[src/rtl/axi4l_lsu_master.sv]
// AXI4-Lite initiator for the LSU: one request in, exactly one AR/R or AW/W/B
// transaction out, then a single response (read data + error flag) to the core.
module axi4l_lsu_master #(
   parameter int ADDR_WIDTH = 32,
   parameter int DATA_WIDTH = 32
) (
   input  logic                    clk,
   input  logic                    reset,
   // core request port
   input  logic                    req_valid,
   output logic                    req_ready,
   input  logic                    req_we,
   input  logic [ADDR_WIDTH-1:0]   req_addr,
   input  logic [DATA_WIDTH-1:0]   req_wdata,
   input  logic [DATA_WIDTH/8-1:0] req_wstrb,
   // core response port
   output logic                    resp_valid,
   input  logic                    resp_ready,
   output logic [DATA_WIDTH-1:0]   resp_rdata,
   output logic                    resp_err,
   // AXI read address / data
   output logic [ADDR_WIDTH-1:0]   araddr,
   output logic                    arvalid,
   input  logic                    arready,
   input  logic [DATA_WIDTH-1:0]   rdata,
   input  logic [1:0]              rresp,
   input  logic                    rvalid,
   output logic                    rready,
   // AXI write address / data / response
   output logic [ADDR_WIDTH-1:0]   awaddr,
   output logic                    awvalid,
   input  logic                    awready,
   output logic [DATA_WIDTH-1:0]   wdata,
   output logic [DATA_WIDTH/8-1:0] wstrb,
   output logic                    wvalid,
   input  logic                    wready,
   input  logic [1:0]              bresp,
   input  logic                    bvalid,
   output logic                    bready
);

   localparam logic [2:0] IDLE    = 3'd0;
   localparam logic [2:0] RD_ADDR = 3'd1;
   localparam logic [2:0] RD_DATA = 3'd2;
   localparam logic [2:0] WR_REQ  = 3'd3;
   localparam logic [2:0] WR_RESP = 3'd4;
   localparam logic [2:0] RESP    = 3'd5;

   logic [2:0] state_reg;
   logic       aw_done_reg;
   logic       w_done_reg;
   logic       aw_fire;
   logic       w_fire;

   assign aw_fire   = awvalid && awready;
   assign w_fire    = wvalid && wready;
   // Gated by reset so the core never sees an accept while reset is held.
   assign req_ready = (state_reg == IDLE) && !reset;

   always_ff @(posedge clk) begin
      if (reset) begin
         state_reg   <= IDLE;
         aw_done_reg <= 1'b0;
         w_done_reg  <= 1'b0;
         araddr      <= '0;
         arvalid     <= 1'b0;
         rready      <= 1'b0;
         awaddr      <= '0;
         awvalid     <= 1'b0;
         wdata       <= '0;
         wstrb       <= '0;
         wvalid      <= 1'b0;
         bready      <= 1'b0;
         resp_valid  <= 1'b0;
         resp_rdata  <= '0;
         resp_err    <= 1'b0;
      end else begin
         case (state_reg)
            IDLE: begin
               if (req_valid) begin
                  if (req_we) begin
                     awaddr    <= req_addr;
                     wdata     <= req_wdata;
                     wstrb     <= req_wstrb;
                     awvalid   <= 1'b1;
                     wvalid    <= 1'b1;
                     state_reg <= WR_REQ;
                  end else begin
                     araddr    <= req_addr;
                     arvalid   <= 1'b1;
                     state_reg <= RD_ADDR;
                  end
               end
            end
            RD_ADDR: begin
               if (arready) begin
                  arvalid   <= 1'b0;
                  rready    <= 1'b1;
                  state_reg <= RD_DATA;
               end
            end
            RD_DATA: begin
               if (rvalid) begin
                  resp_rdata <= rdata;
                  resp_err   <= (rresp != 2'b00);
                  rready     <= 1'b0;
                  resp_valid <= 1'b1;
                  state_reg  <= RESP;
               end
            end
            WR_REQ: begin
               // AW and W complete independently; each valid drops once and stays low.
               if (aw_fire) begin
                  awvalid     <= 1'b0;
                  aw_done_reg <= 1'b1;
               end
               if (w_fire) begin
                  wvalid     <= 1'b0;
                  w_done_reg <= 1'b1;
               end
               if ((aw_done_reg || aw_fire) && (w_done_reg || w_fire)) begin
                  aw_done_reg <= 1'b0;
                  w_done_reg  <= 1'b0;
                  bready      <= 1'b1;
                  state_reg   <= WR_RESP;
               end
            end
            WR_RESP: begin
               if (bvalid) begin
                  resp_rdata <= '0;
                  resp_err   <= (bresp != 2'b00);
                  bready     <= 1'b0;
                  resp_valid <= 1'b1;
                  state_reg  <= RESP;
               end
            end
            RESP: begin
               if (resp_ready) begin
                  resp_valid <= 1'b0;
                  state_reg  <= IDLE;
               end
            end
            default: state_reg <= IDLE;
         endcase
      end
   end

endmodule

[config.mk]
export PLATFORM = sky130hd
export DESIGN_NAME = axi4l_lsu_master
export DESIGN_NICKNAME = d
export VERILOG_FILES = /design/src/rtl/axi4l_lsu_master.sv
export SDC_FILE = /design/constraint.sdc
export NUM_CORES = 1
export LEC_CHECK = 0
export BUFFER_PORTS_ARGS = -buffer_cell sky130_fd_sc_hd__buf_4
export CAP_MARGIN = 10
export CELL_PAD_IN_SITES_DETAIL_PLACEMENT = 1
export CELL_PAD_IN_SITES_GLOBAL_PLACEMENT = 1
export CORE_MARGIN = 2
export CORE_UTILIZATION = 30
export DETAILED_ROUTE_END_ITERATION = 8
export MAX_ROUTING_LAYER = met4
export PLACE_DENSITY = 0.72
export SYNTH_ARGS = -nofsm -noshare
export SYNTH_HDL_FRONTEND = slang
export SYNTH_SLANG_ARGS = --single-unit
[constraint.sdc]
create_clock -name clk -period 1.3 [get_ports clk]
set_clock_uncertainty 0.1 [all_clocks]
set_input_delay 0.13 -clock clk [delete_from_list [all_inputs] [get_ports clk]]
set_output_delay 0.13 -clock clk [all_outputs]
set_load 0.005 [all_outputs]
==> results of run 1 <==
cells in the mapped netlist, types with 2 or more instances:
| master | count |
|---|---|
| mux2i_1 | 2 |
| clkbuf_1 | 24 |
| dfxtp_1 | 144 |
| buf_4 | 3 |
| nor2b_1 | 2 |
| or3b_1 | 2 |
| nand3_2 | 26 |
| nor3_1 | 4 |
| o21ai_0 | 2 |
| nor3b_2 | 2 |
| nand2b_1 | 34 |
| buf_2 | 19 |
| a21oi_1 | 117 |
| buf_6 | 2 |
| a21oi_2 | 24 |
| nand2_1 | 203 |
| nand3_1 | 7 |
| a31oi_1 | 3 |
| nor2_1 | 6 |
| nand3b_1 | 2 |
| buf_12 | 3 |
| and3b_1 | 2 |
per-layer routing:
metal | share of wire | track usage
met5 | 0 | -
met4 | 0.031 | 0.0920
met3 | 0.048 | 0.0547
met2 | 0.51 | 0.391
met1 | 0.42 | 0.260
power breakdown:
part	internal, mW	switching [mW]
registers	4.67	0.168
logic	1.44	1.22
clock network	2.81	1.97
metrics by stage:
step | setup slack, ns | power, mW | cells
2_1_floorplan | -0.0962 | 5.71 | 649
4_1_cts | -0.255 | 11.9 | 1255
6_report | -0.320 | 12.3 | 1274
3_5_place_dp | -0.258 | 6.71 | 1109
3_3_place_gp | -0.232 | 6.67 | 1109
5_1_grt | -0.374 | 12.7 | 1274
final cells by class:
cell class                 count  area, um2  share of cell area
clock inverter                10       85.1             0.00819
sequential                   144       2890               0.279
tap                          229        287              0.0276
multi-input combinational    454       2760               0.266
clock buffer                  21        480              0.0462
timing repair buffer         416       3880               0.373
what timing repair did:
action	4_1_cts	5_1_grt
pin swaps	7	7
endpoints found under the setup margin	144	144
hold buffers	106	0
hold endpoints to repair	140	0
resized for setup	26	76
cloned	3	16
buffers inserted	6	3
critical path: cells and delay by family (launching register included):
kind / cells / cell delay [ns]
AO/OA/AOI/OAI: 3 / 0.48
flip-flops: 1 / 0.36
buffers and inverters: 2 / 0.33
AND/OR/NAND/NOR: 1 / 0.25
how the worst min path moves through the flow:
stage / start / to / slack (ns)
after floorplan: arready / arvalid$_SDFFE_PP0P_ / 0.15
after global placement: arready / arvalid$_SDFFE_PP0P_ / 0.27
after CTS: bvalid / bready$_SDFFE_PP0P_ / 0.01
after detailed placement: arready / arvalid$_SDFFE_PP0P_ / 0.27
after global routing: bvalid / bready$_SDFFE_PP0P_ / 0.07
final: req_we / state_reg[1]$_SDFFE_PP0P_ / 0.06
cells by family (layout without fill, tap and decap cells):
kind of cell,Yosys count,in the layout,synth area share
and+or+nand+nor,299,300,0.267
AOI/OAI and AO/OA,152,152,0.158
DFF,144,144,0.519
buffers and inverters,52,447,0.0529
muxes,2,2,0.00360
==> flow_summary_export.csv, run 1 <==
group,metric,value,unit
global_routing,gr-total-overflow,0,
floorplanning,chipWidth,140,um
worst_setup_path,rrSetupSlack,-0.32,ns
global_routing,grt_pass1_vias,6409,
sta,relSlewSlack,0.756,
status,violations,"design-rule violations, negative setup slack",
cts,cts-root-buf,"clkbuf_16",
sta,hold_viol,0,
sta,rsz0062_at_grt,"true",
run,maxCapViolCount,0,
worst_hold_path,hold_path.class,"input pin to register",
cells_and_area,final_common_cell,"buf_4",
detailed_routing,wirelength,25400,um
logic_synthesis,synth_area_leader_cell,"dfxtp_1",
logic_synthesis,synth_top_area_frac,0.519,
global_routing,antenna_found_initial,0,
logic_synthesis,synth.net_count,763,
cts,cts_max_level,4,
worst_setup_path,endpoint_kind,"register",
detailed_routing,avgViaCountPerCell,4.86,
cells_and_area,most-common-layout-cells,"buf_4, nand2_1, dfxtp_1",
placement,gp_congestion,0.805,
sta,layout_setup_ws,-0.320,ns
cells_and_area,final_layout_size_suffix_gt1_frac,0.459,
logic_synthesis,avgSynthCellArea,8.56,um2
floorplanning,ios,254,
logic_synthesis,ys_seq_area_frac,0.519,
power_and_ir_drop,peakVddDrop,0.00102,V
worst_hold_path,min_path_cells,4,
sta,tightest_slew,0.366,ns
sta,finalSetupViolCount,144,
placement,place_area,7870,um2
worst_setup_path,worstSetupPathType,"register to register",
floorplanning,initial_core_util,0.307,
logic_synthesis,synth_flop_cell,"dfxtp_1",
worst_setup_path,cp_slowest_cell,"dfxtp_4",
worst_setup_path,cp-startpoint,"state_reg[2]$_SDFFE_PP0P_",
logic_synthesis,synth_area_leaders,"dfxtp_1, nand2_1, a21oi_1",
cells_and_area,fin_nets,1147,
sta,fin_setup_tns,-35.54,ns
logic_synthesis,synth-edff-count,0,
detailed_routing,route.vias.total,6198,
status,run_status,"finished with violations",
cts,clkTransAtPathRegs,0.06,ns
logic_synthesis,syn_inst,649,
worst_setup_path,path_cells,"nand3b_2, a21oi_4, buf_12, buf_12, o311ai_1, a21oi_1",
worst_setup_path,cp_slowest_stage_delay,0.36,ns
detailed_routing,drtAntennaViolNets,0,
cts,clockBufferDepth,2,
detailed_routing,first_pass_iters,7,
cells_and_area,finish.utilization,0.574,
worst_setup_path,required,1.53,ns
worst_setup_path,start_kind,"register",
floorplanning,die_height,140,um
placement,dp_hpwl,12900,um
cts,cts_tree,"done",
worst_setup_path,rr_worst_depth,6,
sta,fin_hold_ws,0.0633,ns
cells_and_area,final_area,10400,um2
placement,io_buffers,253,
power_and_ir_drop,powerDensity,1180,nW/um2
sta,fin_crit_sh,1.25,
cells_and_area,fill_cells,1988,
logic_synthesis,synth_area,5560,um2
floorplanning,dieArea,19600,um2
floorplanning,rows,49,
logic_synthesis,yosysWarnings,0,
sta,slew_viol_final,0,
logic_synthesis,ys_ff_latch,144,
global_routing,grt_start_max_net_pins,51,
logic_synthesis,async_flop_share,0,
global_routing,grt.total_usage,0.229,
sta,fmax,617,MHz
cts,clock_latency,0.42,ns
sta,fin_crit,1.62,ns
worst_setup_path,r2r_end,"resp_err$_SDFFE_PP0P_",
detailed_routing,drc,16,
cells_and_area,n_antenna_cell,0,
detailed_routing,wl_per_cell,19.9,um
detailed_routing,first_iter_violations,233,
cts,numCtsBuffers,17,
worst_setup_path,crit_end,"resp_err$_SDFFE_PP0P_",
cells_and_area,syn2layout_area_growth,86.9,%
worst_setup_path,crit_path_frequent_cell,"buf_12",
cts,clock-sinks,144,
floorplanning,design.core.area,18100,um2
global_routing,grt_pass1_wl,34300,um
power_and_ir_drop,p_leak,4.30,nW
worst_setup_path,arrival,1.85,ns
worst_setup_path,r2r_start,"state_reg[2]$_SDFFE_PP0P_",
logic_synthesis,ys_types,38,
worst_setup_path,path_max_fanout,9,
(Power assumes the default switching activity.)
==> run 2, diff against run 1 <==
--- a/config.mk
+++ b/config.mk
@@ -17,3 +17,4 @@
 export SYNTH_ARGS = -nofsm -noshare
 export SYNTH_HDL_FRONTEND = slang
 export SYNTH_SLANG_ARGS = --single-unit
+export TNS_END_PERCENT = 10
==> flow_summary_export.csv, run 2 (synthesized netlist as in run 1, its figures left out) <==
group,metric,value,unit
cts,clkTransAtPathRegs,0.06,ns
detailed_routing,first_pass_iters,8,
worst_setup_path,cp_slowest_stage_delay,0.40,ns
cells_and_area,final_layout_size_suffix_gt1_frac,0.477,
worst_setup_path,worstSetupPathType,"register to register",
status,run_status,"finished with violations",
cts,numCtsBuffers,17,
cells_and_area,final_common_cell,"buf_4",
cells_and_area,n_antenna_cell,0,
floorplanning,rows,49,
global_routing,gr-total-overflow,0,
power_and_ir_drop,p_leak,4.32,nW
detailed_routing,drc,15,
worst_setup_path,path_max_fanout,7,
power_and_ir_drop,pwr-share-clk,0.421,
sta,fin_crit,1.58,ns
worst_setup_path,crit_path_frequent_cell,"buf_6",
floorplanning,design.core.area,18100,um2
power_and_ir_drop,p_comb_frac,0.204,
worst_setup_path,start_kind,"register",
floorplanning,ios,254,
detailed_routing,route.vias.total,6203,
sta,fin_hold_ws,0.0434,ns
sta,tightest_slew,0.380,ns
worst_setup_path,arrival,1.81,ns
floorplanning,die_height,140,um
global_routing,grt_pass1_vias,6647,
power_and_ir_drop,swShare,0.262,
cts,clock_latency,0.41,ns
worst_setup_path,cp_slowest_cell,"dfxtp_4",
global_routing,grt_pass1_wl,35000,um
detailed_routing,avgViaCountPerCell,4.85,
power_and_ir_drop,peakVddDrop,0.000940,V
worst_setup_path,endpoint_kind,"register",
sta,hold_viol,0,
cells_and_area,final_cells,1278,
placement,gp_congestion,0.749,
sta,rsz0062_at_grt,"true",
run,maxCapViolCount,0,
placement,dp_hpwl,13300,um
cts,cts-root-buf,"clkbuf_16",
cts,cts_tree,"done",
sta,fin_setup_tns,-26.96,ns
power_and_ir_drop,powerDensity,1220,nW/um2
power_and_ir_drop,p_int,9.55,mW
cts,clockBufferDepth,2,
worst_setup_path,crit_end,"resp_rdata[14]$_SDFFE_PP0P_",
sta,fmax,633,MHz
worst_hold_path,hold_path.class,"input pin to register",
worst_setup_path,rrSetupSlack,-0.28,ns
status,violations,"design-rule violations, negative setup slack",
worst_setup_path,required,1.53,ns
cts,cts_max_level,4,
sta,layout_setup_ws,-0.279,ns
floorplanning,chipWidth,140,um
worst_setup_path,path_cells,"buf_6, nand3b_4, a21oi_4, buf_12, buf_6, nand3_2, a21oi_1",
sta,fin_crit_sh,1.21,
sta,finalSetupViolCount,144,
worst_setup_path,cp-startpoint,"state_reg[2]$_SDFFE_PP0P_",
detailed_routing,drtAntennaViolNets,0,
power_and_ir_drop,netSwitchingPower,3.39,mW
placement,post-place-cells,1115,
floorplanning,initial_core_util,0.307,
detailed_routing,wl_per_cell,19.6,um
power_and_ir_drop,seqPwrFrac,0.375,
sta,relSlewSlack,0.747,
global_routing,antenna_found_initial,0,
sta,slew_viol_final,0,
cells_and_area,syn2layout_area_growth,91.1,%
detailed_routing,wirelength,25000,um
detailed_routing,first_iter_violations,289,
cells_and_area,most-common-layout-cells,"buf_4, nand2_1, dfxtp_1",
floorplanning,dieArea,19600,um2
global_routing,grt.total_usage,0.232,
cells_and_area,fin_nets,1150,
global_routing,grt_start_max_net_pins,43,
placement,io_buffers,253,
worst_setup_path,r2r_end,"resp_rdata[14]$_SDFFE_PP0P_",
worst_setup_path,r2r_start,"state_reg[2]$_SDFFE_PP0P_",
cts,clock-sinks,144,
worst_setup_path,rr_worst_depth,7,
run 2: cell types whose count changed in the layout (fill, tap and decap cells not counted), moves of 4 or more:
cell,before,now
a21oi_1,85,73
a21oi_2,54,67
bufinv_16,1,5
clkbuf_16,29,25
clkbuf_8,4,0
nand2_1,178,193
nand2_2,19,9
nand2_4,6,1
nand2b_1,30,7
nand2b_4,4,27
run 2: critical path: cells and delay by family, from the launching register on:
family | cells | cell delay [ns]
AO/OA/AOI/OAI | 2 | 0.38
buffers and inverters | 3 | 0.44
AND/OR/NAND/NOR | 2 | 0.15
flip-flops | 1 | 0.40
run 2: power groups by stage:
stage	Sequential, mW	Clock (mW)	Combinational [mW]
final	4.85	5.45	2.63
after global routing	4.88	5.74	2.81
after CTS	4.82	5.52	2.28
after detailed placement	4.91	0	1.82
after global placement	4.90	0	1.79
after floorplan	4.92	0	0.774
run 2: area by class of cell:
| class | count | area (um2) |
|---|---|---|
| Fill cell | 1970 | 7470 |
| Timing Repair Buffer | 420 | 3870 |
| Multi-Input combinational cell | 453 | 2930 |
| Sequential cell | 144 | 2890 |
| Clock buffer | 18 | 429 |
| Tap cell | 229 | 287 |
| Clock inverter | 14 | 211 |
run 2: metal layers:
layer	share of wire	global-route usage	up-vias
li1	-	-	2931
met1	0.38	0.254	3003
met2	0.53	0.408	205
met3	0.054	0.0588	64
met4	0.036	0.0877	0
met5	0	-	-
run 2: what timing repair did:
| action | in CTS | in global routing |
|---|---|---|
| pin swaps | 9 | 25 |
| endpoints found under the hold margin | 143 | 0 |
| setup buffers | 9 | 3 |
| endpoints found under the setup margin | 143 | 145 |
| resized for setup | 32 | 95 |
| cloned | 3 | 9 |
| hold buffers | 109 | 0 |
run 2: metrics by stage:
| step | power (mW) | worst slack (ns) | utilization | area [um2] |
|---|---|---|---|---|
| after floorplan | 5.69 | -0.0967 | - | 5620 |
| after detailed placement | 6.73 | -0.224 | 0.437 | 7910 |
| final | 12.9 | -0.279 | 0.587 | 10600 |
| after global placement | 6.70 | -0.188 | 0.437 | 7910 |
| after CTS | 12.6 | -0.259 | 0.550 | 9950 |
| after global routing | 13.4 | -0.349 | 0.587 | 10600 |
run 2: worst min-delay path by stage:
stage	startpoint	end	slack (ns)	depth (start not counted)
after global routing	req_we	state_reg[1]$_SDFFE_PP0P_	0.06	4
after floorplan	arready	arvalid$_SDFFE_PP0P_	0.15	1
after detailed placement	arready	arvalid$_SDFFE_PP0P_	0.28	2
after global placement	arready	arvalid$_SDFFE_PP0P_	0.28	2
final	req_we	state_reg[1]$_SDFFE_PP0P_	0.04	4
after CTS	req_we	state_reg[1]$_SDFFE_PP0P_	0.02	4
==> run 3, diff against run 2 <==
--- a/config.mk
+++ b/config.mk
@@ -12,7 +12,7 @@
 export CORE_MARGIN = 2
 export CORE_UTILIZATION = 30
 export DETAILED_ROUTE_END_ITERATION = 8
-export MAX_ROUTING_LAYER = met4
+export GPL_TIMING_DRIVEN = 0
 export PLACE_DENSITY = 0.72
 export SYNTH_ARGS = -nofsm -noshare
 export SYNTH_HDL_FRONTEND = slang
==> constraint.sdc (replaced) <==
create_clock -name clk -period 1.3 [get_ports clk]
set_clock_uncertainty 0.1 [all_clocks]
set_input_delay 0.26 -clock clk [delete_from_list [all_inputs] [get_ports clk]]
set_output_delay 0.26 -clock clk [all_outputs]
set_load 0.005 [all_outputs]
==> flow_summary_export.csv, run 3 (synthesized netlist as in run 1, its figures left out) <==
group,metric,value,unit
cts,clkTransAtPathRegs,0.06,ns
global_routing,grt_start_max_net_pins,17,
sta,slew_viol_final,0,
detailed_routing,wl_per_cell,17.3,um
worst_setup_path,rrSetupSlack,-0.29,ns
power_and_ir_drop,p_leak,4.02,nW
global_routing,gr-total-overflow,0,
floorplanning,initial_core_util,0.307,
floorplanning,design.core.area,18100,um2
cells_and_area,final_layout_size_suffix_gt1_frac,0.402,
status,run_status,"finished with violations",
sta,fin_crit_sh,1.25,
cts,cts_tree,"done",
floorplanning,die_height,140,um
worst_setup_path,path_max_fanout,9,
detailed_routing,first_iter_violations,191,
worst_setup_path,endpoint_kind,"output pin",
cells_and_area,fill_cells,2108,
cts,clockBufferDepth,2,
detailed_routing,drc,15,
run,maxCapViolCount,0,
worst_hold_path,hold-path-endpoint,"resp_rdata[11]$_SDFFE_PP0P_",
cts,clock_latency,0.42,ns
placement,post-place-ws,-0.673,ns
floorplanning,dieArea,19600,um2
cts,clock-sinks,144,
cells_and_area,fin_nets,1132,
cells_and_area,final_common_cell,"buf_4",
worst_hold_path,hold_path.class,"input pin to register",
detailed_routing,first_pass_iters,9,
cells_and_area,syn2layout_area_growth,73.3,%
worst_hold_path,min_path_cells,3,
placement,gp_congestion,0.776,
cells_and_area,finish.utilization,0.533,
sta,relSlewSlack,0.520,
placement,post-place-cells,1130,
cts,numCtsBuffers,17,
worst_setup_path,arrival,1.27,ns
global_routing,antenna_found_initial,0,
worst_setup_path,start_kind,"register",
power_and_ir_drop,powerDensity,1260,nW/um2
placement,dp_hpwl,14500,um
sta,tightest_slew,0.720,ns
sta,rsz0062_at_grt,"true",
sta,hold_viol,0,
worst_setup_path,worstSetupPathType,"register to output pin",
detailed_routing,wirelength,21800,um
worst_setup_path,r2r_end,"resp_rdata[4]$_SDFFE_PP0P_",
floorplanning,chipWidth,140,um
sta,fin_setup_tns,-33.50,ns
cts,cts-root-buf,"clkbuf_16",
floorplanning,rows,49,
worst_setup_path,rr_worst_depth,7,
worst_setup_path,required,0.94,ns
placement,io_buffers,252,
status,violations,"design-rule violations, negative setup slack",
global_routing,grt_pass1_vias,6217,
power_and_ir_drop,peakVddDrop,0.000951,V
global_routing,grt_pass1_wl,33700,um
cells_and_area,most-common-layout-cells,"buf_4, nand2_1, dfxtp_1",
sta,fmax,614,MHz
detailed_routing,avgViaCountPerCell,4.70,
cells_and_area,final_area,9630,um2
cts,cts_max_level,4,
cells_and_area,n_antenna_cell,0,
floorplanning,ios,254,
detailed_routing,route.vias.total,5921,
cells_and_area,final_cells,1260,
placement,place_area,7800,um2
global_routing,grt.total_usage,0.218,
power_and_ir_drop,finalPower,12.2,mW
sta,layout_setup_ws,-0.328,ns
worst_hold_path,hold_start,"rdata[11]",
worst_setup_path,r2r_start,"state_reg[1]$_SDFFE_PP0P_",
sta,fin_hold_ws,0.00895,ns
sta,finalSetupViolCount,144,
sta,fin_crit,1.63,ns
detailed_routing,drtAntennaViolNets,0,
## run 3: worst max path at each step
stage | startpoint | cells past startpoint | end
6_report | state_reg[1]$_SDFFE_PP0P_ | 3 | req_ready
5_1_grt | state_reg[0]$_SDFFE_PP0P_ | 6 | awaddr[17]$_SDFFE_PP0P_
4_1_cts | state_reg[0]$_SDFFE_PP0P_ | 3 | req_ready
3_5_place_dp | reset | 4 | wdata[28]$_SDFFE_PP0P_
3_3_place_gp | reset | 4 | awaddr[1]$_SDFFE_PP0P_
2_1_floorplan | state_reg[1]$_SDFFE_PP0P_ | 7 | resp_rdata[10]$_SDFFE_PP0P_
## run 3: layer usage
layer / track usage / up-vias / routed length, um
li1: - / 2878 / -
met4: 0.0904 / 0 / 680
met1: 0.250 / 2817 / 8830
met2: 0.380 / 182 / 10900
met3: 0.0632 / 44 / 1390
met5: 0 / - / 0
## run 3: timing repair
item | in CTS | in global routing
pin swaps | 8 | 4
gates cloned | 0 | 3
resized for setup | 43 | 31
buffers inserted | 4 | 6
endpoints found under the setup margin | 148 | 147
endpoints found under the hold margin | 108 | 0
hold buffers | 86 | 0
## run 3: area by class of cell
cell class	instances	area [um2]	share of cell area
repair buffers	351	2910	0.302
flip-flops and latches	144	2900	0.301
multi-input cells	453	2500	0.259
clock buffers	21	470	0.0488
plain buffers	51	415	0.0431
well taps	229	287	0.0297
clock inverters	11	153	0.0158
## run 3: critical path, cell delays in order, from the launching register on
cell     delay (ns)
dfxtp_4        0.37
buf_8          0.14
nor4_4         0.19
buf_4          0.15
## run 3: power by group
part	internal, mW	switching [mW]
logic	1.16	0.995
clock network	3.19	2.00
registers	4.67	0.155
total	9.03	3.15
